**src/rtl/tag_lookup_unit.sv**
```systemverilog
// Set-associative tag store with one-cycle registered lookup and refill writes.
// Latency 1 from accept to resp_valid; req_ready drops only while a held response is unconsumed.
module tag_lookup_unit #(
   parameter int TAG_W = 8,
   parameter int IDX_W = 4,
   parameter int WAYS  = 4,
   parameter int CNT_W = 16
) (
   input  logic                     clk,
   input  logic                     rst_n,
   input  logic                     req_valid,
   output logic                     req_ready,
   input  logic [TAG_W-1:0]         req_tag,
   input  logic [IDX_W-1:0]         req_idx,
   output logic                     resp_valid,
   input  logic                     resp_ready,
   output logic                     resp_hit,
   output logic [$clog2(WAYS)-1:0]  resp_way,
   output logic [IDX_W-1:0]         resp_idx,
   output logic [TAG_W-1:0]         resp_tag,
   input  logic                     fill_valid,
   input  logic [IDX_W-1:0]         fill_idx,
   input  logic [TAG_W-1:0]         fill_tag,
   input  logic                     inv_all,
   output logic [CNT_W-1:0]         hit_count,
   output logic [CNT_W-1:0]         miss_count
);

   localparam int SETS  = 2 ** IDX_W;
   localparam int WAY_W = $clog2(WAYS);

   typedef struct packed {
      logic             hit;
      logic [WAY_W-1:0] way;
   } sel_t;

   logic [WAYS-1:0][TAG_W-1:0] tag_mem [SETS];
   logic [WAYS-1:0]            vld_mem [SETS];
   logic [WAY_W-1:0]           ptr_mem [SETS];

   sel_t lk_sel;
   sel_t fl_sel;
   logic accept;
   logic consume;
   logic fill_full;

   // Lowest hitting way wins, then lowest invalid way, then the set's victim pointer.
   function automatic sel_t pick(input logic [WAYS-1:0][TAG_W-1:0] tags,
                                 input logic [WAYS-1:0]            vld,
                                 input logic [WAY_W-1:0]           ptr,
                                 input logic [TAG_W-1:0]           tag);
      sel_t             s;
      logic             hit_f;
      logic             free_f;
      logic [WAY_W-1:0] hit_w;
      logic [WAY_W-1:0] free_w;
      hit_f  = 1'b0;
      free_f = 1'b0;
      hit_w  = '0;
      free_w = '0;
      for (int w = WAYS - 1; w >= 0; w--) begin
         if (vld[w] && (tags[w] == tag)) begin
            hit_f = 1'b1;
            hit_w = WAY_W'(w);
         end
         if (!vld[w]) begin
            free_f = 1'b1;
            free_w = WAY_W'(w);
         end
      end
      s.hit = hit_f;
      s.way = hit_f ? hit_w : (free_f ? free_w : ptr);
      return s;
   endfunction

   assign req_ready = !resp_valid || resp_ready;
   assign accept    = req_valid && req_ready;
   assign consume   = resp_valid && resp_ready;

   assign lk_sel    = pick(tag_mem[req_idx], vld_mem[req_idx], ptr_mem[req_idx], req_tag);
   assign fl_sel    = pick(tag_mem[fill_idx], vld_mem[fill_idx], ptr_mem[fill_idx], fill_tag);
   assign fill_full = &vld_mem[fill_idx];

   always_ff @(posedge clk or negedge rst_n) begin
      if (!rst_n) begin
         for (int s = 0; s < SETS; s++) begin
            vld_mem[s] <= '0;
            ptr_mem[s] <= '0;
         end
      end else if (inv_all) begin
         for (int s = 0; s < SETS; s++) begin
            vld_mem[s] <= '0;
            ptr_mem[s] <= '0;
         end
      end else if (fill_valid) begin
         vld_mem[fill_idx][fl_sel.way] <= 1'b1;
         // Only a true replacement of a full set moves the victim pointer.
         if (!fl_sel.hit && fill_full) begin
            ptr_mem[fill_idx] <= fl_sel.way + WAY_W'(1);
         end
      end
   end

   always_ff @(posedge clk) begin
      if (fill_valid && !inv_all) begin
         tag_mem[fill_idx][fl_sel.way] <= fill_tag;
      end
   end

   always_ff @(posedge clk or negedge rst_n) begin
      if (!rst_n) begin
         resp_valid <= 1'b0;
         resp_hit   <= 1'b0;
         resp_way   <= '0;
         resp_idx   <= '0;
         resp_tag   <= '0;
      end else if (accept) begin
         resp_valid <= 1'b1;
         resp_hit   <= lk_sel.hit;
         resp_way   <= lk_sel.way;
         resp_idx   <= req_idx;
         resp_tag   <= req_tag;
      end else if (resp_ready) begin
         resp_valid <= 1'b0;
      end
   end

   always_ff @(posedge clk or negedge rst_n) begin
      if (!rst_n) begin
         hit_count  <= '0;
         miss_count <= '0;
      end else if (consume) begin
         if (resp_hit) begin
            if (hit_count != '1) hit_count <= hit_count + CNT_W'(1);
         end else begin
            if (miss_count != '1) miss_count <= miss_count + CNT_W'(1);
         end
      end
   end

endmodule
```
**config.mk**
```make
export PLATFORM = sky130hd
export DESIGN_NAME = tag_lookup_unit
export DESIGN_NICKNAME = d
export VERILOG_FILES = /design/src/rtl/tag_lookup_unit.sv
export SDC_FILE = /design/constraint.sdc
export NUM_CORES = 1
export LEC_CHECK = 0
export CORE_MARGIN = 5
export CORE_UTILIZATION = 41
export CTS_CLUSTER_SIZE = 10
export DETAILED_ROUTE_END_ITERATION = 10
export PLACE_DENSITY = 0.68
export SYNTH_ARGS = -nofsm -noshare
export SYNTH_HDL_FRONTEND = slang
export SYNTH_SLANG_ARGS = --single-unit
```
**constraint.sdc**
```tcl
create_clock -name clk -period 3.7 [get_ports clk]
set_input_delay 0.74 -clock clk [delete_from_list [all_inputs] [get_ports clk]]
set_output_delay 0.74 -clock clk [all_outputs]
set_load 0.02 [all_outputs]
```
=== Word-level counts from Yosys, hierarchy flattened ===
Memory sizes are Yosys's and may differ from the RTL's.
Index checks and enable logic that the tools add are counted.

* Bits in registers: 144
* Bits in writable memories: 512
* Output and inout bits: 49
* Word-level logic and storage cells: 153
* Memories kept: 1

* Add/sub/neg operators: 3
* Order comparisons: 5
* Eq/ne operators: 10
* Multiplexer cells: 66
* Bitwise operators: 4
* Reductions and logical operators: 25

{| class="wikitable"
|+ Memory list
! memory !! words !! bits a word !! rd ports !! clocked after memory_dff !! wr ports !! RTL line !! text
|-
| tag_mem || 16 || 32 || 2 || 0 || 1 || 37 || <nowiki>logic [WAYS-1:0][TAG_W-1:0] tag_mem [SETS];</nowiki>
|}

{| class="wikitable"
|+ Operator list
! operator !! count
|-
| 32-bit two-way mux || 4
|-
| 64-bit two-way mux || 2
|-
| 8-bit == test || 8
|-
| 64-bit OR || 1
|-
| 2-bit two-way mux || 25
|-
| 16-bit by 1-bit adder with 16-bit output (second input constant) || 2
|-
| 4-bit binary-select mux with 4-bit select || 2
|-
| 32-bit bitwise mux || 1
|-
| 16-bit != test (second input constant) || 2
|-
| 1-bit two-way mux || 20
|-
| 4-bit two-way mux || 5
|-
| 2-bit binary-select mux with 4-bit select || 2
|-
| 4-bit demux with 4-bit select || 1
|-
| 8-bit demux with 2-bit select || 1
|-
| 1-bit logical AND || 14
|-
| 5-bit greater-or-equal comparator (second input constant) || 2
|-
| 4-bit inverter with 5-bit output || 2
|-
| 2-bit demux with 4-bit select || 1
|-
| 8-bit two-way mux || 1
|-
| 3-bit AND reduction || 2
|-
| 2-bit nonzero test || 3
|-
| 5-bit by 1-bit less-than comparator with 1-bit output (second input constant) || 1
|-
| 4-bit AND reduction || 1
|-
| 1-bit logical NOT || 3
|-
| 7 further kinds || 7
|}

=== Depth between registers and ports, before layout ===
* Depth after elaboration: 19
* Mapped depth: 21
* Gate-level depth less buffers: 12

=== Worst setup path after synthesis ===
OpenSTA, ideal clock, no wires.

* Path type: input to register
* Start point: input port fill_idx[0]
* End point: memory tag_mem[7][24] (netlist bit) (enable)
* Library setup time: 0.370 ns
* Data arrival time: 4.381 ns
* Required time: 3.330 ns
* Slack: -1.052 ns
* Stages on the path: 18
* Cells stage by stage: buf_6 buf_12 buf_12 buf_2 buf_4 mux4_2 a22o_1 a32oi_1 nand4_1 nor4_4 nor2_4 buf_6 o21ai_2 and2_1 ha_1 nand2_1 clkbuf_1 nor2_1

* Longest elaborated chain between the ends: 15

{| class="wikitable"
|+ RTL lines
! what !! RTL line !! text
|-
| from (decl) || 22 || <nowiki>input logic [IDX_W-1:0] fill_idx,</nowiki>
|-
| parallel branches: the longest is 15 deep, another holds memory read 16 x 32 bit || -- ||
|-
| to (decl) || 37 ||
|}

Parallel ways; which one is timed is not known. The select of a mux whose other input is x is not followed.

=== Final worst setup path ===
* Start point: input port fill_idx[0]
* End point: memory tag_mem[15][1] (netlist bit) (enable)

The elaborated chain is that of the path after synthesis.

==> flow_metrics.tcl <==
set metrics [dict create \
    status "finished with violations" \
    violations "negative setup slack" \
    leakage_nw 14.31 \
    final_net_count 2367 \
    crit_family "multiplexers" \
    grt_max_degree 97 \
    ys_warn_count 0 \
    n_fill_cell 6474 \
    numCtsBuffers 79 \
    diodes 0 \
    track_usage 0.2295 \
    cp.required_ns 4.08 \
    portBuffers 78 \
    pwr-share-seq 0.473 \
    p_sw_mw 4.004 \
    cts_tree "built" \
    syn-mean-instance-area_um2 16.59 \
    synth_cell_types 75 \
    synthFlopType "edfxtp_1" \
    seqCellArea_um2 18980 \
    critPathMaxFanout 10 \
    fmax_mhz 263.9 \
    final_hold_viol_count 0 \
    ios 79 \
    ant_nets 0 \
    fin_crit_ns 3.789 \
    grt_pass1_vias 21700 \
    clk_latency_ns 0.63 \
    worst_slew_pin_slew_ns 1.158 \
    sw_frac_of_total 0.2338 \
    cts.clk_slew.worst_paths_ns 0.05 \
    antenna_found_initial 2 \
    firstDrtPassIters 5 \
    clkPwrFrac 0.418 \
    p_total_mw 17.12 \
    syn_nets 2022 \
    ff2ff_setup_slack_ns -0.05 \
    fp.dieW_um 293.4 \
    dp_hpwl_mm 69.36 \
    wire_per_inst_um 29.36 \
    clkSinkCount 656 \
    ys_ff_latch 656 \
    cts_max_path_buffers 3 \
    p_int_mw 13.12 \
    gp_congestion 0.9031 \
    whs_ns 0.1246 \
    vdd_drop_max_mv 0.3731 \
    final_cell_mix "edfxtp_1 (512), mux4_2 (290), buf_4 (231)" \
    slew_violations 0 \
    slowest_stage "mux4_1" \
    wirelength_mm 100.7 \
    chipHeight_um 293.4 \
    end_kind "flip-flop" \
    crit_path_cell_trace "buf_16 > buf_6 > mux4_1 > mux4_2 > xor2_1 > a2111oi_4 > buf_4 > o21ba_4 > or2_4 > ha_4 > nand2_4 > buf_12 > buf_12 > nor2_4 > buf_12" \
    synth-edff-count 512 \
    grt_pass1_wl_mm 147.8 \
    drive_gt1_frac 0.3884 \
    combPwrFrac 0.109 \
    multi_input_area_um2 13520 \
    slew_headroom 0.2279 \
    cp.arrival_ns 4.17 \
    route.detailed.drc 0 \
    finalCritPeriodShare 1.024 \
    cts_hold_buf 0 \
    drv_cap 0 \
    critical_path_class "in2reg" \
    async_reset_ff_frac 0.2195 \
    worst_path_most_repeated_cell "buf_12" \
    grt_remaining_overflow 0 \
    setup_viol_count_final 308 \
    ys_seq_area_frac 0.5761 \
    initial_core_util 0.4109 \
    netlist_instances 1986 \
    layout.cells.non_filler 3431 \
    cts_max_level 3 \
    rows 104 \
    core_area_um2 80160 \
    cts_root_buf "clkbuf_16" \
    die-area_um2 86110 \
    cp_slowest_stage_delay_ns 0.59 \
    skew_ns 0.02147 \
    path_buf_inv 6 \
    powerDensity_nw_per_um2 417.8 \
    areaGrowthSynthToFinish_pct 24.43 \
    fin_ws_ns -0.08882 \
    holdCritPathClass "in2async" \
    dp.cells 3225 \
    start_kind "input pin" \
    rsz0062_at_grt "yes" \
    final_common_cell "edfxtp_1" \
    syn_area_um2 32940 \
    vias 21400 \
    drt_iter0_drc 2634 \
    avgViaCountPerCell 6.237 \
]
==> cells by family after synthesis <==
| group | Yosys count | share of synthesized area |
|---|---|---|
| compound gates | 207 | 0.05246 |
| xor+xnor | 104 | 0.02765 |
| fa+ha+maj | 6 | 0.002279 |
| buf+inv | 227 | 0.03460 |
| flops | 656 | 0.5761 |
| mux | 465 | 0.2578 |
| simple gates | 321 | 0.04908 |
==> final cells by class <==
class	instances	area share
Tap cell	1060	0.03236
Sequential cell	656	0.4630
Inverter	73	0.006685
Clock inverter	10	0.002931
Multi-Input combinational cell	1103	0.3298
Timing Repair Buffer	418	0.1115
Clock buffer	111	0.05373
==> path summary, 6_finish.rpt <==
check	depth (start not counted)	startpoint	endpoint
worst max register to register	14	tag_mem[11][13]	tag_mem[15][1]
worst min register to register	1	miss_count[11]	miss_count[11]
worst max-delay path	15	fill_idx[0]	tag_mem[15][1]
max in group asynchronous	2	rst_n	vld_mem[24]
worst min-delay path	1	rst_n	resp_tag[7]
min in group clk	2	inv_all	vld_mem[58]
==> stage by stage <==
stage,cell area (um2),TNS (ns),setup WS [ns],util
after floorplan,33750,-326.97,-0.6077,-
after global placement,37200,-466.72,-0.9067,0.4641
after detailed placement,37200,-501.25,-0.9835,0.4641
after CTS,40720,-0.01990,-0.005035,0.5080
after global routing,40990,-37.41,-0.1585,0.5113
final,40990,-9.698,-0.08882,0.5113
==> Yosys cell counts (all sizes together) (15+ instances only) <==
cell | n | area, um2
nand2 | 62 | 232.7
and3 | 28 | 175.2
dfrtp | 144 | 3603
buf | 95 | 644.4
xor2 | 36 | 315.3
nand2b | 20 | 125.1
xnor2 | 68 | 595.6
nor3 | 17 | 85.08
inv | 73 | 274.0
clkbuf | 59 | 221.5
edfxtp | 512 | 15370
nor2 | 101 | 394.1
mux2i | 140 | 1401
a211oi | 28 | 322.8
a221oi | 22 | 205.2
nand3 | 27 | 135.1
a41oi | 22 | 282.8
o22ai | 70 | 437.9
mux4 | 300 | 6809
mux2 | 25 | 281.5
nor2b | 15 | 93.84
==> power by group through the flow <==
| stage | sequential (mW) | combinational [mW] | clock, mW |
|---|---|---|---|
| finish | 8.10 | 1.87 | 7.16 |
| global route | 8.10 | 1.97 | 7.60 |
| CTS | 8.09 | 1.84 | 7.27 |
| detailed placement | 8.24 | 1.81 | 0 |
| global placement | 8.23 | 1.78 | 0 |
| floorplan | 8.29 | 0.985 | 0 |
==> what timing repair did <==
item | CTS | global route
setup endpoints to repair | 555 | 557
resized for setup | 30 | 25
setup buffers | 66 | 20
cloned | 1 | 3
pin swaps | 49 | 32
==> layer usage <==
metal  GRT usage  part of all wire  up-vias
met5           0                 0        -
met4     0.06009             0.030        0
met3     0.04769              0.10      218
met2      0.3734              0.48     1365
met1      0.3193              0.38    11100
li1            -                 -     8714
==> state kept, by name, indices dropped and copies added, names as in the netlist <==
name and cells:
resp_valid 1, tag_mem 512, hit_count 16, resp_hit 1, resp_idx 4, miss_count 16
vld_mem 64, resp_way 2, ptr_mem 32, resp_tag 8
No activity file was read; power rests on OpenSTA's default activity.
